[src/rtl/spi_master_fifo.sv]
`default_nettype none
// ============================================================================
// Module   : spi_master_fifo
// Brief    : Register-mapped SPI master with TX/RX FIFOs, programmable
//            CPOL/CPHA, clock divider and one-hot slave selects.
//            Optional macro SPI_LSB_FIRST_EN enables MODE bit3 (lsb_first).
// Revision : 1.0 - initial release
// ============================================================================
module spi_master_fifo #(
   parameter int         NUM_SS     = 4,
   parameter int         FIFO_DEPTH = 8,
   parameter logic [7:0] DIV_RESET  = 8'h30
) (
   input  logic              clk,
   input  logic              reset,
   input  logic              wr,
   input  logic              rd,
   input  logic [7:0]        addr,
   input  logic [7:0]        cpu_di,
   output logic [7:0]        cpu_do,
   output logic              spi_sck,
   output logic              spi_mosi,
   input  logic              spi_miso,
   output logic [NUM_SS-1:0] spi_ss,
   output logic              irq
);
   localparam int AW = $clog2(FIFO_DEPTH);
   localparam int CW = AW + 1;

   typedef enum logic [1:0] {
      S_IDLE  = 2'd0,
      S_LOAD  = 2'd1,
      S_SHIFT = 2'd2,
      S_DONE  = 2'd3
   } state_t;

   state_t            r_state;
   logic              r_ss_en, r_ovf;
   logic [7:0]        r_div, r_mode;
   logic [7:0]        r_tx_mem [FIFO_DEPTH];
   logic [7:0]        r_rx_mem [FIFO_DEPTH];
   logic [AW-1:0]     r_tx_wp, r_tx_rp, r_rx_wp, r_rx_rp;
   logic [CW-1:0]     r_tx_cnt, r_rx_cnt;
   logic              r_cpha_l, r_lsb_l;
   logic [7:0]        r_div_l, r_cnt, r_tx_sh, r_rx_sh;
   logic [4:0]        r_tog;
   logic              r_sck, r_mosi, r_irq;
   logic [7:0]        r_do;
   logic [NUM_SS-1:0] r_ss;

   logic w_sel_data, w_sel_ctrl, w_sel_div, w_sel_mode;
   logic w_tx_full, w_tx_empty, w_rx_full, w_rx_empty;
   logic w_tx_push, w_tx_pop, w_rx_push, w_rx_pop, w_rx_ovf;
   logic w_lsb_first, w_di_lsb, w_idle, w_next_bit, w_sample;
   logic [7:0] w_status, w_tx_head, w_rx_head, w_tx_sh_nx, w_rx_sh_nx;
   logic [4:0] w_tog_n;
   logic       w_unused_addr;

   // Only addr[1:0] selects a register; upper address bits are ignored.
   assign w_unused_addr = ^addr[7:2];

   assign w_sel_data = (addr[1:0] == 2'd0);
   assign w_sel_ctrl = (addr[1:0] == 2'd1);
   assign w_sel_div  = (addr[1:0] == 2'd2);
   assign w_sel_mode = (addr[1:0] == 2'd3);

`ifdef SPI_LSB_FIRST_EN
   assign w_lsb_first = r_mode[3];
   assign w_di_lsb    = cpu_di[3];
`else
   assign w_lsb_first = 1'b0;
   assign w_di_lsb    = 1'b0;
`endif

   assign w_tx_full  = (r_tx_cnt == CW'(FIFO_DEPTH));
   assign w_tx_empty = (r_tx_cnt == '0);
   assign w_rx_full  = (r_rx_cnt == CW'(FIFO_DEPTH));
   assign w_rx_empty = (r_rx_cnt == '0);
   assign w_tx_push  = wr && w_sel_data && !w_tx_full;
   assign w_tx_pop   = (r_state == S_LOAD);
   assign w_rx_push  = (r_state == S_DONE) && !w_rx_full;
   assign w_rx_pop   = rd && w_sel_data && !w_rx_empty;
   assign w_rx_ovf   = (r_state == S_DONE) && w_rx_full;
   assign w_tx_head  = r_tx_mem[r_tx_rp];
   assign w_rx_head  = r_rx_mem[r_rx_rp];
   assign w_idle     = w_tx_empty && (r_state == S_IDLE);
   assign w_status   = {3'b000, r_ovf, w_idle, w_tx_full, !w_rx_empty, r_ss_en};

   // Shift helpers follow the bit order latched for the current byte.
   assign w_tog_n    = r_tog + 5'd1;
   assign w_sample   = (w_tog_n[0] != r_cpha_l);
   assign w_next_bit = r_lsb_l ? r_tx_sh[0] : r_tx_sh[7];
   assign w_tx_sh_nx = r_lsb_l ? {1'b0, r_tx_sh[7:1]} : {r_tx_sh[6:0], 1'b0};
   assign w_rx_sh_nx = r_lsb_l ? {spi_miso, r_rx_sh[7:1]} : {r_rx_sh[6:0], spi_miso};

   // Control registers; an overflow event wins over a same-cycle clear.
   always_ff @(posedge clk) begin
      if (reset) begin
         r_ss_en <= 1'b0;
         r_ovf   <= 1'b0;
         r_div   <= DIV_RESET;
         r_mode  <= 8'h00;
      end else begin
         if (wr && w_sel_ctrl) r_ss_en <= cpu_di[0];
         if (wr && w_sel_div)  r_div   <= cpu_di;
         if (wr && w_sel_mode) r_mode  <= {cpu_di[7:4], w_di_lsb, cpu_di[2:0]};
         if (w_rx_ovf)                            r_ovf <= 1'b1;
         else if (wr && w_sel_ctrl && cpu_di[4])  r_ovf <= 1'b0;
      end
   end

   // FIFO storage; contents are only meaningful between the pointers.
   always_ff @(posedge clk) begin
      if (w_tx_push) r_tx_mem[r_tx_wp] <= cpu_di;
      if (w_rx_push) r_rx_mem[r_rx_wp] <= r_rx_sh;
   end

   // FIFO pointers and occupancy; push and pop may coincide.
   always_ff @(posedge clk) begin
      if (reset) begin
         r_tx_wp <= '0; r_tx_rp <= '0; r_tx_cnt <= '0;
         r_rx_wp <= '0; r_rx_rp <= '0; r_rx_cnt <= '0;
      end else begin
         if (w_tx_push) r_tx_wp <= r_tx_wp + 1'b1;
         if (w_tx_pop)  r_tx_rp <= r_tx_rp + 1'b1;
         if (w_rx_push) r_rx_wp <= r_rx_wp + 1'b1;
         if (w_rx_pop)  r_rx_rp <= r_rx_rp + 1'b1;
         r_tx_cnt <= r_tx_cnt + CW'(w_tx_push) - CW'(w_tx_pop);
         r_rx_cnt <= r_rx_cnt + CW'(w_rx_push) - CW'(w_rx_pop);
      end
   end

   // Shift engine: one byte is LOAD + 16 half-periods + DONE.
   always_ff @(posedge clk) begin
      if (reset) begin
         r_state  <= S_IDLE;
         r_sck    <= 1'b0;
         r_mosi   <= 1'b0;
         r_cpha_l <= 1'b0;
         r_lsb_l  <= 1'b0;
         r_div_l  <= 8'h00;
         r_cnt    <= 8'h00;
         r_tx_sh  <= 8'h00;
         r_rx_sh  <= 8'h00;
         r_tog    <= 5'd0;
      end else begin
         case (r_state)
            S_IDLE: begin
               r_sck <= r_mode[0];
               if (!w_tx_empty) r_state <= S_LOAD;
            end
            S_LOAD: begin
               r_sck    <= r_mode[0];
               r_cpha_l <= r_mode[1];
               r_lsb_l  <= w_lsb_first;
               r_div_l  <= r_div;
               r_cnt    <= r_div;
               r_tog    <= 5'd0;
               r_rx_sh  <= 8'h00;
               if (!r_mode[1]) begin
                  // Leading-edge sampling needs the first bit on the line now.
                  r_mosi  <= w_lsb_first ? w_tx_head[0] : w_tx_head[7];
                  r_tx_sh <= w_lsb_first ? {1'b0, w_tx_head[7:1]} : {w_tx_head[6:0], 1'b0};
               end else begin
                  r_tx_sh <= w_tx_head;
               end
               r_state <= S_SHIFT;
            end
            S_SHIFT: begin
               if (r_cnt == 8'h00) begin
                  r_cnt <= r_div_l;
                  r_sck <= ~r_sck;
                  r_tog <= w_tog_n;
                  if (w_sample) begin
                     r_rx_sh <= w_rx_sh_nx;
                  end else if (w_tog_n != 5'd16) begin
                     r_mosi  <= w_next_bit;
                     r_tx_sh <= w_tx_sh_nx;
                  end
                  if (w_tog_n == 5'd16) r_state <= S_DONE;
               end else begin
                  r_cnt <= r_cnt - 8'h01;
               end
            end
            default: begin
               r_state <= w_tx_empty ? S_IDLE : S_LOAD;
            end
         endcase
      end
   end

   // Registered bus read data, slave selects and interrupt.
   always_ff @(posedge clk) begin
      if (reset) begin
         r_do  <= 8'h00;
         r_ss  <= '0;
         r_irq <= 1'b0;
      end else begin
         r_do <= 8'h00;
         if (rd) begin
            case (addr[1:0])
               2'd0:    r_do <= w_rx_empty ? 8'h00 : w_rx_head;
               2'd1:    r_do <= w_status;
               2'd2:    r_do <= r_div;
               default: r_do <= r_mode;
            endcase
         end
         for (int i = 0; i < NUM_SS; i++)
            r_ss[i] <= r_ss_en && (r_mode[7:4] == 4'(i));
         r_irq <= r_mode[2] && (!w_rx_empty || r_ovf);
      end
   end

   assign cpu_do   = r_do;
   assign spi_sck  = r_sck;
   assign spi_mosi = r_mosi;
   assign spi_ss   = r_ss;
   assign irq      = r_irq;

endmodule
`default_nettype wire

[config.mk]
export PLATFORM = sky130hd
export DESIGN_NAME = spi_master_fifo
export DESIGN_NICKNAME = d
export VERILOG_FILES = /design/src/rtl/spi_master_fifo.sv
export SDC_FILE = /design/constraint.sdc
export NUM_CORES = 1
export LEC_CHECK = 0
export BUFFER_PORTS_ARGS = -buffer_cell sky130_fd_sc_hd__buf_2
export CAP_MARGIN = 20
export CORE_MARGIN = 8
export CORE_UTILIZATION = 35
export CTS_BUF_LIST = sky130_fd_sc_hd__clkbuf_4 sky130_fd_sc_hd__clkbuf_8
export DETAILED_ROUTE_END_ITERATION = 6
export PLACE_DENSITY_LB_ADDON = 0.15
export SLEW_MARGIN = 5
export SYNTH_ARGS = -nofsm -noshare
export SYNTH_HDL_FRONTEND = slang
export SYNTH_SLANG_ARGS = --single-unit
[constraint.sdc]
create_clock -name clk -period 6.94 [get_ports clk]
set_clock_uncertainty 0.1 [all_clocks]
set_input_delay 0.694 -clock clk [delete_from_list [all_inputs] [get_ports clk]]
set_output_delay 0.694 -clock clk [all_outputs]
set_load 0.02 [all_outputs]
==> summary.md <==
| Metric | Value |
|---|---|
| Status | completed |
| Dpl cells | 1099 |
| Area of the multi-input gates | 0.00340 mm2 |
| CTS Buf Count | 41 |
| Post-synth EDFFs | 128 |
| Core area | 0.0268 mm2 |
| HP Start | spi_miso |
| Post-Syn Area | 0.00949 mm2 |
| Hold-fix buffers at CTS | 0 |
| CTS clk-pin slew, worst paths | 60 ps |
| CP Capture Type | flip-flop |
| GR Overflow Total | 0 |
| Worst min path class | in -> reg |
| Count of final setup violators | 0 |
| Vias post-DR | 6065 |
| Die Y | 181 um |
| RSZ-0062 raised after global routing | no |
| Synthesized Nets | 805 |
| Max clock buf depth | 3 |
| Top fanout value on the critical path | 5 |
| Non-filler cells, final | 1174 |
| Crit path kind | reg -> reg |
| # fillers | 2498 |
| Biggest area consumer among synthesized cells | edfxtp_1 |
| Max Cap Violations | 0 |
| Routed WL | 21800 um |
| Final #Nets | 848 |
| GRT met3 Usage | 2.68% |
| CTS H-tree depth | 2 |
| Ports | 36 |
| Most area-consuming cells after synthesis | edfxtp_1, dfxtp_1, mux4_2 |
| Initial DRT Pass Iterations | 5 |
| Die Wd | 181 um |
| Met2 Use GR | 20.9% |
| Port bufs | 29 |
| Met1 Resource Use GR | 18.0% |
| Worst vdd ir | 177 uV |
| Starting Density | 35.4% |
| Postcts setup bufs | 0 |
| Worst-margin pin slew | 1020 ps |
| R2r worst-path depth | 10 |
| Mean routed wirelength per cell | 18.6 um |
| Netlist cell types | 63 |
| DRC viols | 0 |
| CTS tree | done |
| Total negative slack | 0 ps |
| Placed cell area | 0.00996 mm2 |
| Top-area cell type share of the netlist area | 40.5% |
| Die area | 0.0326 mm2 |
| CP endpoint | r_rx_cnt[2]$_SDFF_PP0_ |
| Yosys reg bits | 226 |
| Leak | 3.83 nW |
| Worst-skew pair later-pin latency | 530 ps |
| Reg area | 0.00581 mm2 |
| CP startpoint | r_state[1]$_SDFFE_PP0P_ |
| Post-CTS Resized | 0 |
| Seq/Total Area, Yosys | 61.2% |
| Hold_ws | 339 ps |
| Diodes inserted | 0 |
| Syn Inst Count | 759 |
| Main flop type after synthesis | edfxtp_1 |
| RR Endpoint | r_rx_cnt[2]$_SDFF_PP0_ |
| HPWL Detailed | 14700 um |
| Worst setup SP type | flip-flop |
| Reg2reg start | r_state[1]$_SDFFE_PP0P_ |
| Via density | 5.17 |
| Crit path DAT | 3180 ps |
| Largest net degree at the start of global routing | 81 |
| Share of cells above drive strength 1 | 20.3% |
| Fmax | 0.344 GHz |
| Final hold viol count | 0 |
| Min cycle time layout | 2910 ps |
| Mapped Avg Cell Area | 12.5 um2 |
| Slew margin rel. | 31.6% |
| Post-route ant nets | 0 |
| Post-route design area | 0.0108 mm2 |
| Vias in the first global route | 6152 |
| CTS root buffer | clkbuf_8 |
| First-pass GRT wire length | 34300 um |
| PD cells | 339 mW/mm2 |
| Final core occ | 40.4% |
| # rows | 60 |
| GP Congestion | 0.789 |
| Clock sinks | 226 |
| Yosys warning count | 0 |
| Layout area overhead | 14.1% |
| Fin. max-slew vios | 0 |
| Reg-to-reg slack, setup | 4030 ps |
| Critical Path RT | 7210 ps |
| Number of DRC markers in iteration 0 | 327 |
| Post-synth ARST share | 0% |
| Tcrit/Tclk final | 41.9% |
| Top Usage Layer GRT | met2 |
| Total track usage | 13.3% |
| Initial antenna violation count | 0 |
per-layer routing:
metal  vias up  share of wire [%]
met1      2987                 47
li1       2905                  -
met4         0                2.2
met3        35                4.6
met2       138                 46
met5         -                  0
critical path, cell delays in order (launching register included):
cell	delay, ps
dfxtp_1	360
ha_1	280
a21boi_0	610
inv_1	200
ha_1	340
inv_1	60
ha_1	150
inv_1	50
fa_1	370
xor2_1	180
nor2_1	50
kinds of logic (layout without fill, tap and decap cells):
group,Yosys count,after routing,share of synthesized area (%)
AND/OR/NAND/NOR,221,221,11.0
AO/OA/AOI/OAI,130,130,9.01
multiplexers,75,75,11.2
flip-flops,226,226,61.2
adder cells (fa/ha/maj),25,25,3.46
buffers and inverters,69,143,2.90
XOR/XNOR,13,13,1.20
state kept, by name, indices dropped and copies added, names as in the netlist, 3 cells and up, named ones only:
name / flops
r_rx_wp: 3
r_div: 8
r_rx_sh: 8
r_tx_wp: 3
r_mode: 7
r_tx_mem: 64
spi_ss: 4
r_tog: 5
r_tx_cnt: 4
r_rx_cnt: 4
r_rx_rp: 3
r_cnt: 8
r_div_l: 8
r_rx_mem: 64
cpu_do: 8
r_tx_rp: 3
r_tx_sh: 8
cell usage in the layout, fill, tap and decap left out, types with 4 or more instances in the layout:
cell / instances
clkinv_1: 4
a31oi_1: 6
nor2_1: 75
a21oi_1: 46
buf_4: 8
mux4_2: 22
o211ai_1: 5
nand2b_1: 9
a211oi_1: 8
buf_2: 29
xnor2_1: 5
clkbuf_8: 43
nand3b_1: 4
dfxtp_1: 98
clkbuf_4: 10
a22oi_1: 6
o22ai_1: 12
nor2b_1: 4
mux2i_1: 23
xor2_1: 8
nand3_1: 30
nor3_1: 12
nand2_1: 62
o31ai_1: 5
o21ai_0: 15
inv_1: 30
mux2_2: 26
mux2_1: 4
ha_1: 23
clkinv_2: 12
edfxtp_1: 128
worst min path at each step:
stage | end | slack, ps | depth (start not counted)
2_1_floorplan | irq$_SDFF_PP0_ | 320 | 2
3_3_place_gp | r_tx_sh[1]$_SDFFE_PP0P_ | 350 | 2
3_5_place_dp | r_tx_sh[1]$_SDFFE_PP0P_ | 360 | 2
4_1_cts | r_rx_sh[0]$_SDFFE_PP0P_ | 310 | 3
5_1_grt | r_rx_sh[0]$_SDFFE_PP0P_ | 330 | 3
6_report | r_rx_sh[0]$_SDFFE_PP0P_ | 340 | 3
Yosys cell counts (2+ instances only):
cell / count
mux4_2: 22
and3_1: 3
edfxtp_1: 128
a22oi_1: 6
nand2b_1: 9
a21oi_1: 46
buf_6: 2
or2_2: 2
or3_1: 2
xnor2_1: 5
a211oi_1: 8
a41oi_1: 2
a221oi_1: 3
o22ai_1: 12
xor2_1: 8
or4_1: 2
nand3b_1: 4
mux2_1: 4
o31ai_1: 5
nand4_1: 3
o21ai_0: 15
a21o_1: 2
nor3_1: 12
mux2i_1: 23
clkbuf_1: 29
nor2b_1: 4
inv_1: 30
o211ai_1: 5
a31oi_1: 6
nand3_1: 30
o311a_1: 3
a311oi_1: 3
nor2_1: 75
a221oi_2: 3
or3b_2: 2
fa_1: 2
nand2_1: 62
ha_1: 23
dfxtp_1: 98
mux2_2: 26
nor3b_1: 3
buf_1: 6
stage by stage:
step	setup WS, ps	power (W)
finish	4030	0.00367
global route	3830	0.00387
CTS	4000	0.00370
detailed placement	3630	0.00240
global placement	3660	0.00238
floorplan	4080	0.00222
where the power goes:
| group | total (W) | internal (W) | switching [W] |
|---|---|---|---|
| clock | 0.00129 | 0.000746 | 0.000541 |
| combinational | 0.000803 | 0.000338 | 0.000466 |
| sequential | 0.00158 | 0.00150 | 0.0000756 |
area by class of cell:
| cell class | count | share of cell area [%] |
|---|---|---|
| clock buffers | 53 | 6.16 |
| repair buffers | 38 | 2.03 |
| well taps | 341 | 3.94 |
| inverters | 31 | 1.08 |
| multi-input cells | 464 | 31.5 |
| clock inverters | 21 | 1.69 |
| flip-flops and latches | 226 | 53.6 |
Power figures use the tool's default switching activity.
